`config.mk`:
```
export PLATFORM = sky130hd
export DESIGN_NAME = inst_queue_param
export DESIGN_NICKNAME = d
export VERILOG_FILES = /design/src/rtl/inst_queue_param.sv
export SDC_FILE = /design/constraint.sdc
export NUM_CORES = 1
export LEC_CHECK = 0
export BUFFER_PORTS_ARGS = -buffer_cell sky130_fd_sc_hd__buf_4
export CORE_MARGIN = 8
export CORE_UTILIZATION = 50
export DETAILED_ROUTE_END_ITERATION = 8
export PLACE_DENSITY = 0.68
export SLEW_MARGIN = 20
export SYNTH_ARGS = -nofsm -noshare
export SYNTH_HDL_FRONTEND = slang
export SYNTH_SLANG_ARGS = --single-unit
```
`constraint.sdc`:
```
create_clock -name clk_in -period 11 [get_ports clk_in]
set_input_delay 0 -clock clk_in [delete_from_list [all_inputs] [get_ports clk_in]]
set_output_delay 0 -clock clk_in [all_outputs]
set_load 0.005 [all_outputs]
```
`src/rtl/inst_queue_param.sv`:
```
// Parametrised instruction/PC queue between fetch and decode, with early-full warning and flush.
// Optional same-cycle bypass into the output registers when empty: define IQ_BYPASS_EN.
module inst_queue_param #(
    parameter int unsigned INST_WIDTH  = 32,
    parameter int unsigned PC_WIDTH    = 32,
    parameter int unsigned DEPTH_LOG2  = 3,
    parameter int unsigned FULL_MARGIN = 1
) (
    input  logic                  clk_in,
    input  logic                  rst_in,
    input  logic                  rdy_in,
    input  logic [INST_WIDTH-1:0] inst_if_in,
    input  logic [PC_WIDTH-1:0]   pc_if_in,
    input  logic                  inst_rdy_if_in,
    output logic                  iqfull_if_out,
    input  logic                  flush_in,
    input  logic                  rs_full_rs_in,
    input  logic                  rob_full_rob_in,
    output logic [INST_WIDTH-1:0] inst_dec_out,
    output logic [PC_WIDTH-1:0]   pc_dec_out,
    output logic                  rdy_dec_out,
    output logic [DEPTH_LOG2:0]   count_out
);

    localparam int unsigned DEPTH = 2 ** DEPTH_LOG2;
    localparam int unsigned CW    = DEPTH_LOG2 + 1;

    logic [INST_WIDTH-1:0] inst_mem [DEPTH];
    logic [PC_WIDTH-1:0]   pc_mem   [DEPTH];

    logic [DEPTH_LOG2-1:0] head;
    logic [DEPTH_LOG2-1:0] tail;
    logic [CW-1:0]         count;

    logic stall_c;
    logic empty_c;
    logic full_c;
    logic pop_c;
    logic bypass_c;
    logic push_c;
    logic wr_en_c;

    assign stall_c = rs_full_rs_in || rob_full_rob_in;
    assign empty_c = (count == CW'(0));
    assign full_c  = (count == CW'(DEPTH));
    assign pop_c   = !empty_c && !stall_c;

`ifdef IQ_BYPASS_EN
    // Empty queue and free decoder: the incoming word goes straight to the output registers.
    assign bypass_c = inst_rdy_if_in && empty_c && !stall_c && !flush_in;
`else
    assign bypass_c = 1'b0;
`endif

    // A pop in the same cycle frees the slot, so a push at full is still accepted.
    assign push_c  = inst_rdy_if_in && (!full_c || pop_c) && !bypass_c;
    assign wr_en_c = rdy_in && !rst_in && !flush_in && push_c;

    assign iqfull_if_out = (count >= CW'(DEPTH - FULL_MARGIN));
    assign count_out     = count;

    always_ff @(posedge clk_in) begin
        if (wr_en_c) begin
            inst_mem[tail] <= inst_if_in;
            pc_mem[tail]   <= pc_if_in;
        end
    end

    always_ff @(posedge clk_in) begin
        if (rst_in) begin
            head         <= '0;
            tail         <= '0;
            count        <= '0;
            rdy_dec_out  <= 1'b0;
            inst_dec_out <= '0;
            pc_dec_out   <= '0;
        end else if (rdy_in) begin
            if (flush_in) begin
                head        <= '0;
                tail        <= '0;
                count       <= '0;
                rdy_dec_out <= 1'b0;
            end else begin
                if (push_c) begin
                    tail <= tail + 1'b1;
                end
                if (pop_c) begin
                    head <= head + 1'b1;
                end
                case ({push_c, pop_c})
                    2'b10:   count <= count + 1'b1;
                    2'b01:   count <= count - 1'b1;
                    default: count <= count;
                endcase
                rdy_dec_out <= pop_c || bypass_c;
                if (pop_c) begin
                    inst_dec_out <= inst_mem[head];
                    pc_dec_out   <= pc_mem[head];
                end else if (bypass_c) begin
                    inst_dec_out <= inst_if_in;
                    pc_dec_out   <= pc_if_in;
                end
            end
        end
    end

endmodule

```
==> metrics, run 1 <==
largest net degree at the start of global routing 70; Worst EP required 11,210 ps; Cell Area, Synth 21,690 um^2; core area 42,980 um^2; CP endpoint inst_mem[4][17]; DIE HEIGHT 224.3 um; CP Launch Type input pin; Max Transition Viols Final 0; Die W 224.3 um; largest family of logic cells by synthesized area multiplexers; Mapped Cells 1,057; CTS Buf Count 56; IO Port Bufs 140; Root Driver clkbuf_16; CTS tree done; Synth Area in Adders 0.3230%; VDD IR-drop max 0.1175 mV; vias in the first global route 11,330; multiplexer share of the synthesized area 13.34%; post-synth cell types 46; DR iter-0 viols 1,053; max-cap viol count 0; Core Rows 76; Power Total 4.394 mW; Post-DP HPWL 23,080 um; Net count, final 1,358; reg-to-reg setup timing slack 7530 ps; Initial Util 50.47%; Crit Path Class in2reg; first-pass GRT wire length 68,680 um; commonest non-fill, non-tap cell in the layout edfxtp_1; crit path from rst_in; Async S/R FF share, synth 0%; leakage 8.464 nW; R2R cell count 6; GR Overflow Total 0; Finished Cell Area 25,880 um^2; vias per cell 5.722; Routed WL per cell 23.76 um; ys flop type edfxtp_1; RR Endpoint pc_dec_out[18]; die area 50,310 um^2; H-tree depth 2; worst r2r src head[0]; simple-gate area share of the yosys netlist 2.284%; sequential share of the synthesized area 77.80%; ANT nets after route 0; CTS sink count 587; Mapped Nets 1,133; status complete, no violations; Clock Skew 13.15 ps; placed inst area 23,310 um^2; GRT Util Overall 17.90%; Worst-path clk slew 60 ps; Setup TNS 0 ps; worst hold-check path type in2reg; deepest clock path buffer count 3; Synth warnings 0; maximum net fanout on the critical path 69; share of layout cells above drive strength 1 29.04%; Period Utilization, post-route 33.47%; DRC violations left 0; Area Overhead vs Synth 19.29%; XOR/XNOR share of the synthesized area 0.08075%; post-synthesis compound-gate area fraction 4.447%; FMAX 271.6 MHz; RSZ-0062 raised after global routing no; Final Wtd Congestion 0.7644; most frequent cells in the layout 512 x edfxtp_1, 156 x buf_4, 128 x mux4_2; Slew @ Worst Pin 1140 ps; EDFF count, synth 512; Final Hold Fails 0; critical path arrival 3900 ps; Critical Path End Type flop; final wirelength 45,500 um; initial antenna violation count 5; power density over the cells 169.8 nW/um^2; relative slew slack 24.00%; pre-CTS setup slack 7178 ps; post-CTS setup repair buffer count 0; I/O Pins 141; Mapped Avg Cell Area 20.52 um^2; total number of vias 10,960; FF+latch count, synth 587; final setup fails 0; Setup WS post-layout 7318 ps; Clk Latency, worst-skew pair 590 ps; Final min period 3682 ps; drt pass-1 iters 5
[cell families (layout without fill, tap and decap cells)]
group	after synthesis	count (layout)
flip-flops	587	587
AO/OA/AOI/OAI	159	159
multiplexers	129	129
AND/OR/NAND/NOR	109	109
buffers and inverters	66	338
adder cells (fa/ha/maj)	5	5
XOR/XNOR	2	2
other	0	1
[worst min path at each step]
stage                        from  slack (ps)        endpoint  cells past startpoint
finish              rs_full_rs_in          40         head[0]                      4
global route        rs_full_rs_in          60         head[0]                      4
CTS                 rs_full_rs_in           3         head[0]                      4
detailed placement   pc_if_in[29]         240   pc_mem[0][29]                      1
global placement    inst_if_in[7]         230  inst_mem[2][7]                      1
floorplan           inst_if_in[0]         100  inst_mem[0][0]                      0
[through the flow]
step,hold WS [ps],utilization [%],std cells
2_1_floorplan,98.87,-,1057
3_3_place_gp,231.8,54.24,1736
3_5_place_dp,237.3,54.24,1736
4_1_cts,2.784,60.07,1912
5_1_grt,62.82,60.20,1915
6_report,43.00,60.20,1915
[sequential cells by signal (all words and copies together), names as in the netlist]
| name | flops |
|---|---|
| rdy_dec_out | 1 |
| inst_dec_out | 32 |
| inst_mem | 256 |
| pc_mem | 256 |
| pc_dec_out | 32 |
| tail | 3 |
| head | 3 |
| count_out | 4 |
[worst max-delay path: stages]
cell and delay (ps):
dlygate4sd3_1 540, buf_4 170, inv_2 50, buf_4 700, nand2_1 270, or3_1 580, nor2_4 850, buf_4 670
[layout make-up]
type                            count  area (um^2)
Antenna cell                        1        2.502
Clock buffer                       76         1518
Clock inverter                     29        276.5
Fill cell                        3121        17110
Inverter                            4        15.01
Multi-Input combinational cell    404         4512
Sequential cell                   587        16880
Tap cell                          585        732.0
Timing Repair Buffer              229         1937
[cells in the mapped netlist, drive strengths merged (4+ instances only)]
cell type	instances	area, um^2
a32o	5	50.05
nand2	5	18.77
ha	4	50.05
clkbuf	28	105.1
o22ai	64	400.4
mux4	128	2883
inv	4	15.01
nor2	77	289.0
o21ai	69	356.6
a21oi	4	20.02
dfxtp	75	1501
edfxtp	512	15370
buf	34	254.0
nor3	6	30.03
[report_power, final]
group | internal [mW] | leakage (nW) | switching [mW]
sequential | 2.43 | 5.21 | 0.00419
clock | 1.08 | 0.868 | 0.780
combinational | 0.0475 | 2.38 | 0.0530
[metal layers]
layer  vias up  routed length [um]  GRT usage, %
li1       4830                   -             -
met1      5668               19890         25.01
met2       381               21730         28.69
met3        70                3060         4.077
met4         8                 776         4.284
met5         -                  34             0
[repair_timing]
item,in CTS,in global routing
endpoints found under the hold margin,523,0
setup endpoints to repair,0,0
hold buffers,71,0
gates resized for setup,0,0
(Power assumes the default switching activity.)
==> inputs of run 2 (changes only) <==
--- a/config.mk
+++ b/config.mk
@@ -9,7 +9,7 @@
 export CORE_MARGIN = 8
 export CORE_UTILIZATION = 50
 export DETAILED_ROUTE_END_ITERATION = 8
-export PLACE_DENSITY = 0.68
+export PLACE_DENSITY = 0.7
 export SLEW_MARGIN = 20
 export SYNTH_ARGS = -nofsm -noshare
 export SYNTH_HDL_FRONTEND = slang
==> constraint.sdc (replaced) <==
create_clock -name clk_in -period 3.3 [get_ports clk_in]
set_input_delay 0 -clock clk_in [delete_from_list [all_inputs] [get_ports clk_in]]
set_output_delay 0 -clock clk_in [all_outputs]
set_load 0.005 [all_outputs]
==> run 2 against run 1 <==
Effect of this change: non-clock buffer count rose by 11; hold slack better by 1.4 ps; global-route usage barely moved; critical endpoint is now pc_mem[2][0].
==> metrics, run 2 (synthesized netlist as in run 1, its figures left out) <==
kind of cell adding the most delay to the critical path simple AND/OR/NAND/NOR gates; Final min period 2894 ps; Switching Fraction 19.07% (about the same); worst path cell trace or4b_1 -> o21ai_0 -> or3_1 -> nor2_4 -> buf_12; Clock Skew 7.946 ps (-5.207 ps); Period Utilization, post-route 87.71%; VDD IR-drop max 0.4028 mV (+240%); combinational power share 2.3% (about the same); DRC violations left 0 (unchanged); Post-DP HPWL 25,340 um (+9.8%); FMAX 345.5 MHz; ANT nets after route 0 (unchanged); worst path bufs/invs 1 (-4); drt pass-1 iters 5 (unchanged); Slew @ Worst Pin 923.5 ps (-216.5 ps); slowest CP cell nor2_4; IO Port Bufs 140 (unchanged); I/O Pins 141 (unchanged); max-cap viol count 0 (unchanged); total number of vias 10,870 (-0.80%); leakage 8.564 nW (+1.2%); Psw 2.808 mW (+240%); H-tree depth 2 (unchanged); most frequent cells in the layout 512 x edfxtp_1, 154 x buf_4, 128 x mux4_2; commonest non-fill, non-tap cell in the layout edfxtp_1; worst hold-check path type in2reg; initial antenna violation count 2 (-3); CTS Buf Count 56 (unchanged); Pint 11.91 mW (+240%); Worst-path clk slew 60 ps (about the same); critical path arrival 3150 ps (-750 ps); Area Overhead vs Synth 20.56%; GR Overflow Total 0 (unchanged); Final Wtd Congestion 0.7599 (-0.59%); Max Transition Viols Final 0 (unchanged); Initial Util 50.47% (unchanged); Root Driver clkbuf_16; Clk Latency, worst-skew pair 580 ps (about the same); status complete, no violations; crit-path max cell delay 730 ps (-120 ps); largest net degree at the start of global routing 69 (-1.4%); Setup TNS 0 ps (unchanged); CP Launch Type flop; final wirelength 45,240 um (-0.56%); power share of the sequential group 55.0% (-0.3 points); power density over the cells 563.0 nW/um^2 (+230%); reg-to-reg setup timing slack 410 ps (-7120 ps); final setup fails 0 (unchanged); Die W 224.3 um (unchanged); die area 50,310 um^2 (unchanged); CTS tree done; core area 42,980 um^2 (unchanged); RSZ-0062 raised after global routing no; Net count, final 1,369 (+0.81%); DIE HEIGHT 224.3 um (unchanged); share of layout cells above drive strength 1 30.17% (+1.1 points); clock share of power 42.7% (+0.3 points); Top Registers inst_mem (256), pc_mem (256); vias in the first global route 11,480 (+1.4%); post-CTS setup repair buffer count 0 (unchanged); Critical Path End Type flop; Core Rows 76 (unchanged); Final Core Density 60.84% (+0.64 points); # resized after CTS 0 (unchanged); maximum net fanout on the critical path 41 (-41%); CTS sink count 587 (unchanged); Routed WL per cell 23.50 um (-1.1%); Crit Path Class reg2reg; first-pass GRT wire length 69,330 um (+0.96%); Power Total 14.72 mW (+240%); Worst EP required 3560 ps (-7650 ps); DR iter-0 viols 908 (-14%); relative slew slack 38.44% (+14 points); Final Hold Fails 0 (unchanged); GRT Util Overall 17.93% (+0.039 points); vias per cell 5.646 (-1.3%); deepest clock path buffer count 3 (unchanged)
==> run 2: metal layers <==
metal / wire length, um / share of wire (%) / vias up / track usage, %
met5: 12 / 0.027 / - / 0
met4: 774 / 1.7 / 2 / 4.431
met3: 2339 / 5.2 / 59 / 3.230
met2: 22410 / 50 / 296 / 29.82
met1: 19710 / 44 / 5662 / 24.61
li1: - / - / 4850 / -
==> run 2: path summary, 6_finish.rpt <==
check                                     start  cells past startpoint            to
worst max-delay path               count_out[0]                      5  pc_mem[2][0]
worst min-delay path            rob_full_rob_in                      4       head[0]
worst max register to register     count_out[0]                      5  pc_mem[2][0]
worst min register to register      rdy_dec_out                      2   rdy_dec_out
==> run 2: power groups by stage <==
stage | Clock, mW | Combinational [mW] | Sequential (mW)
finish | 6.29 | 0.341 | 8.09
global route | 6.70 | 0.368 | 8.09
CTS | 6.40 | 0.343 | 8.09
detailed placement | 0 | 0.272 | 8.25
global placement | 0 | 0.260 | 8.25
floorplan | 0 | 0.0892 | 8.26
==> run 2: what timing repair did <==
action,CTS,global route
hold buffers,71,0
setup endpoints to repair,0,0
hold endpoints to repair,523,0
==> run 2: final cells by class <==
class | instances | area (um^2)
Antenna cell | 1 | 2.502
Clock buffer | 74 | 1540
Sequential cell | 587 | 16880
Multi-Input combinational cell | 404 | 4524
Tap cell | 585 | 732.0
Clock inverter | 30 | 286.5
Inverter | 4 | 15.01
Timing Repair Buffer | 240 | 2167
Fill cell | 3100 | 16830
==> run 2: stage by stage <==
step / worst slack [ps] / instances / cell area, um^2 / hold slack, ps
after floorplan: -1053 / 1057 / 21700 / 98.87
after global placement: 427.0 / 1749 / 23610 / 232.8
after detailed placement: 362.0 / 1749 / 23610 / 238.2
after CTS: 359.8 / 1924 / 26150 / 12.14
after global routing: 174.0 / 1924 / 26150 / 68.32
final: 405.5 / 1925 / 26150 / 44.38
==> run 2: tightest hold or removal path: cells and delay by family <==
| family | cells | cell delay, ps |
|---|---|---|
| simple gates | 2 | 270 |
| compound gates | 1 | 220 |
| buf+inv | 1 | 90 |
==> inputs of run 3 (changes only) <==
--- a/config.mk
+++ b/config.mk
@@ -10,6 +10,7 @@
 export CORE_UTILIZATION = 50
 export DETAILED_ROUTE_END_ITERATION = 8
 export PLACE_DENSITY = 0.7
+export REMOVE_ABC_BUFFERS = 1
 export SLEW_MARGIN = 20
 export SYNTH_ARGS = -nofsm -noshare
 export SYNTH_HDL_FRONTEND = slang
==> run 3 against run 2 <==
Effect of this change: hold slack better by 12 ps; die area stayed put; critical path type unchanged; global-route usage increased by 0.40 points; sequential share of layout area grew 0.065 points; via count up 0.72%; combinational power barely moved; final cell count unchanged; non-clock buffer count decreased by 4; maximum frequency decreased by 1.3%; clock skew up 14 ps; design area shrank 0.10%; total power rose by 0.96%.
==> metrics, run 3 (synthesized netlist as in run 1, its figures left out) <==
vias per cell 5.687 (+0.72%); worst hold-check path type in2reg; Worst EP required 3830 ps (+270 ps); share of layout cells above drive strength 1 29.89% (-0.28 points); hold path depth 4 (unchanged); GRT Util Overall 18.33% (+0.40 points); die area 50,310 um^2 (unchanged); commonest non-fill, non-tap cell in the layout edfxtp_1; final wirelength 45,910 um (+1.5%); H-tree depth 2 (unchanged); Fin Hold WS 56.00 ps (+11.61 ps); most frequent cells in the layout 512 x edfxtp_1, 153 x buf_4, 128 x mux4_2; Crit Path Class reg2reg; largest net degree at the start of global routing 76 (+10%); status complete, no violations; IO Port Bufs 140 (unchanged); RSZ-0062 raised after global routing no; Final Core Density 60.78% (-0.061 points); Worst-path clk slew 60 ps (about the same); DRC violations left 0 (unchanged); power density over the cells 568.9 nW/um^2 (+1.1%); CTS sink count 587 (unchanged); Die W 224.3 um (unchanged); Final Hold Fails 0 (unchanged); initial antenna violation count 4 (+2); ANT nets after route 0 (unchanged); Clk Latency, worst-skew pair 600 ps (+20 ps); total number of vias 10,950 (+0.72%); deepest clock path buffer count 3 (unchanged); Setup TNS 0 ps (unchanged); VDD IR-drop max 0.5156 mV (+28%); I/O Pins 141 (unchanged); max-cap viol count 0 (unchanged); Area Overhead vs Synth 20.44%; Core Rows 76 (unchanged); GR Overflow Total 0 (unchanged); leakage 8.574 nW (+0.12%); flip-flop and latch area 16,880 um^2 (unchanged); Top Registers inst_mem (256), pc_mem (256); Root Driver clkbuf_16; Final min period 2932 ps (+37.69 ps); Initial Util 50.47% (unchanged); vias in the first global route 11,470 (-0.052%); critical path arrival 3460 ps (+310 ps); DR iter-0 viols 922 (+1.5%); maximum net fanout on the critical path 12 (-71%); first-pass GRT wire length 70,330 um (+1.4%); CP Launch Type flop; Final Wtd Congestion 0.8156 (+7.3%); post-CTS setup repair buffer count 0 (unchanged); CTS tree done; R2R cell count 6 (+1); Period Utilization, post-route 88.85% (+1.1 points); Critical Path End Type flop; relative slew slack 29.31% (-9.1 points); Fill cells 3,110 (+0.32%); FMAX 341.0 MHz (-1.3%); Post-DP HPWL 23,800 um (-6.1%); Max Transition Viols Final 0 (unchanged); Slew @ Worst Pin 1060 ps (+136.9 ps); area of the multi-input gates 4512 um^2 (-0.28%); final setup fails 0 (unchanged); CTS Buf Count 56 (unchanged); Net count, final 1,365 (-0.29%); Power Total 14.86 mW (+0.96%); core area 42,980 um^2 (unchanged); Routed WL per cell 23.85 um (+1.5%); Clock Skew 21.69 ps (+13.74 ps); DIE HEIGHT 224.3 um (unchanged); drt pass-1 iters 5 (unchanged)
## run 3: changes by cell type in the layout (fill, tap and decap cells not counted), moves of 3 or more
cell | previous run | this run
buf_12 | 15 | 12
clkbuf_8 | 5 | 8
clkinvlp_4 | 5 | 1
diode_2 | 1 | 5
## run 3: report_power, final
group	switching (mW)	internal (mW)	leakage, nW
sequential	0.0120	8.08	5.21
clock	2.61	3.81	0.920
combinational	0.180	0.161	2.44
total	2.80	12.1	8.57
## run 3: final cells by class
| class | count | area share (%) |
|---|---|---|
| Clock inverter | 26 | 1.092 |
| Multi-Input combinational cell | 404 | 17.27 |
| Antenna cell | 5 | 0.04789 |
| Clock buffer | 78 | 6.068 |
| Timing Repair Buffer | 236 | 8.036 |
| Tap cell | 585 | 2.802 |
| Inverter | 4 | 0.05747 |
| Sequential cell | 587 | 64.63 |
## run 3: metrics by stage
| step | area, um^2 | setup WS [ps] | std cells |
|---|---|---|---|
| detailed placement | 23530 | 763.0 | 1745 |
| CTS | 26110 | 414.8 | 1920 |
| finish | 26130 | 367.8 | 1925 |
| global route | 26120 | 276.2 | 1924 |
| global placement | 23530 | 886.7 | 1745 |
| floorplan | 21330 | -3160 | 995 |
## run 3: what timing repair did
item / CTS / global route
gates resized for setup: 0 / 0
hold buffers: 71 / 0
endpoints found under the hold margin: 523 / 0
## run 3: worst paths after layout
kind | to | slack [ps] | start
max | tail[2] | 370 | count_out[0]
min | count_out[3] | 60 | rs_full_rs_in
max reg2reg | tail[2] | 370 | count_out[0]
min reg2reg | pc_dec_out[21] | 500 | pc_dec_out[21]
## run 3: critical path: stages, from the launching register on
cell	delay, ps
dfxtp_1	440
or4b_1	630
o21a_1	230
a211o_1	290
dlygate4sd3_1	560
a31oi_1	170
dlygate4sd3_1	560
## run 3: metal layers
layer  vias up  global-route usage, %  share of wire, %
li1       4838                      -                 -
met1      5680                  25.72                43
met2       365                  29.61                48
met3        64                  3.582               6.5
met4         0                  4.558               1.6
met5         -                      0                 0
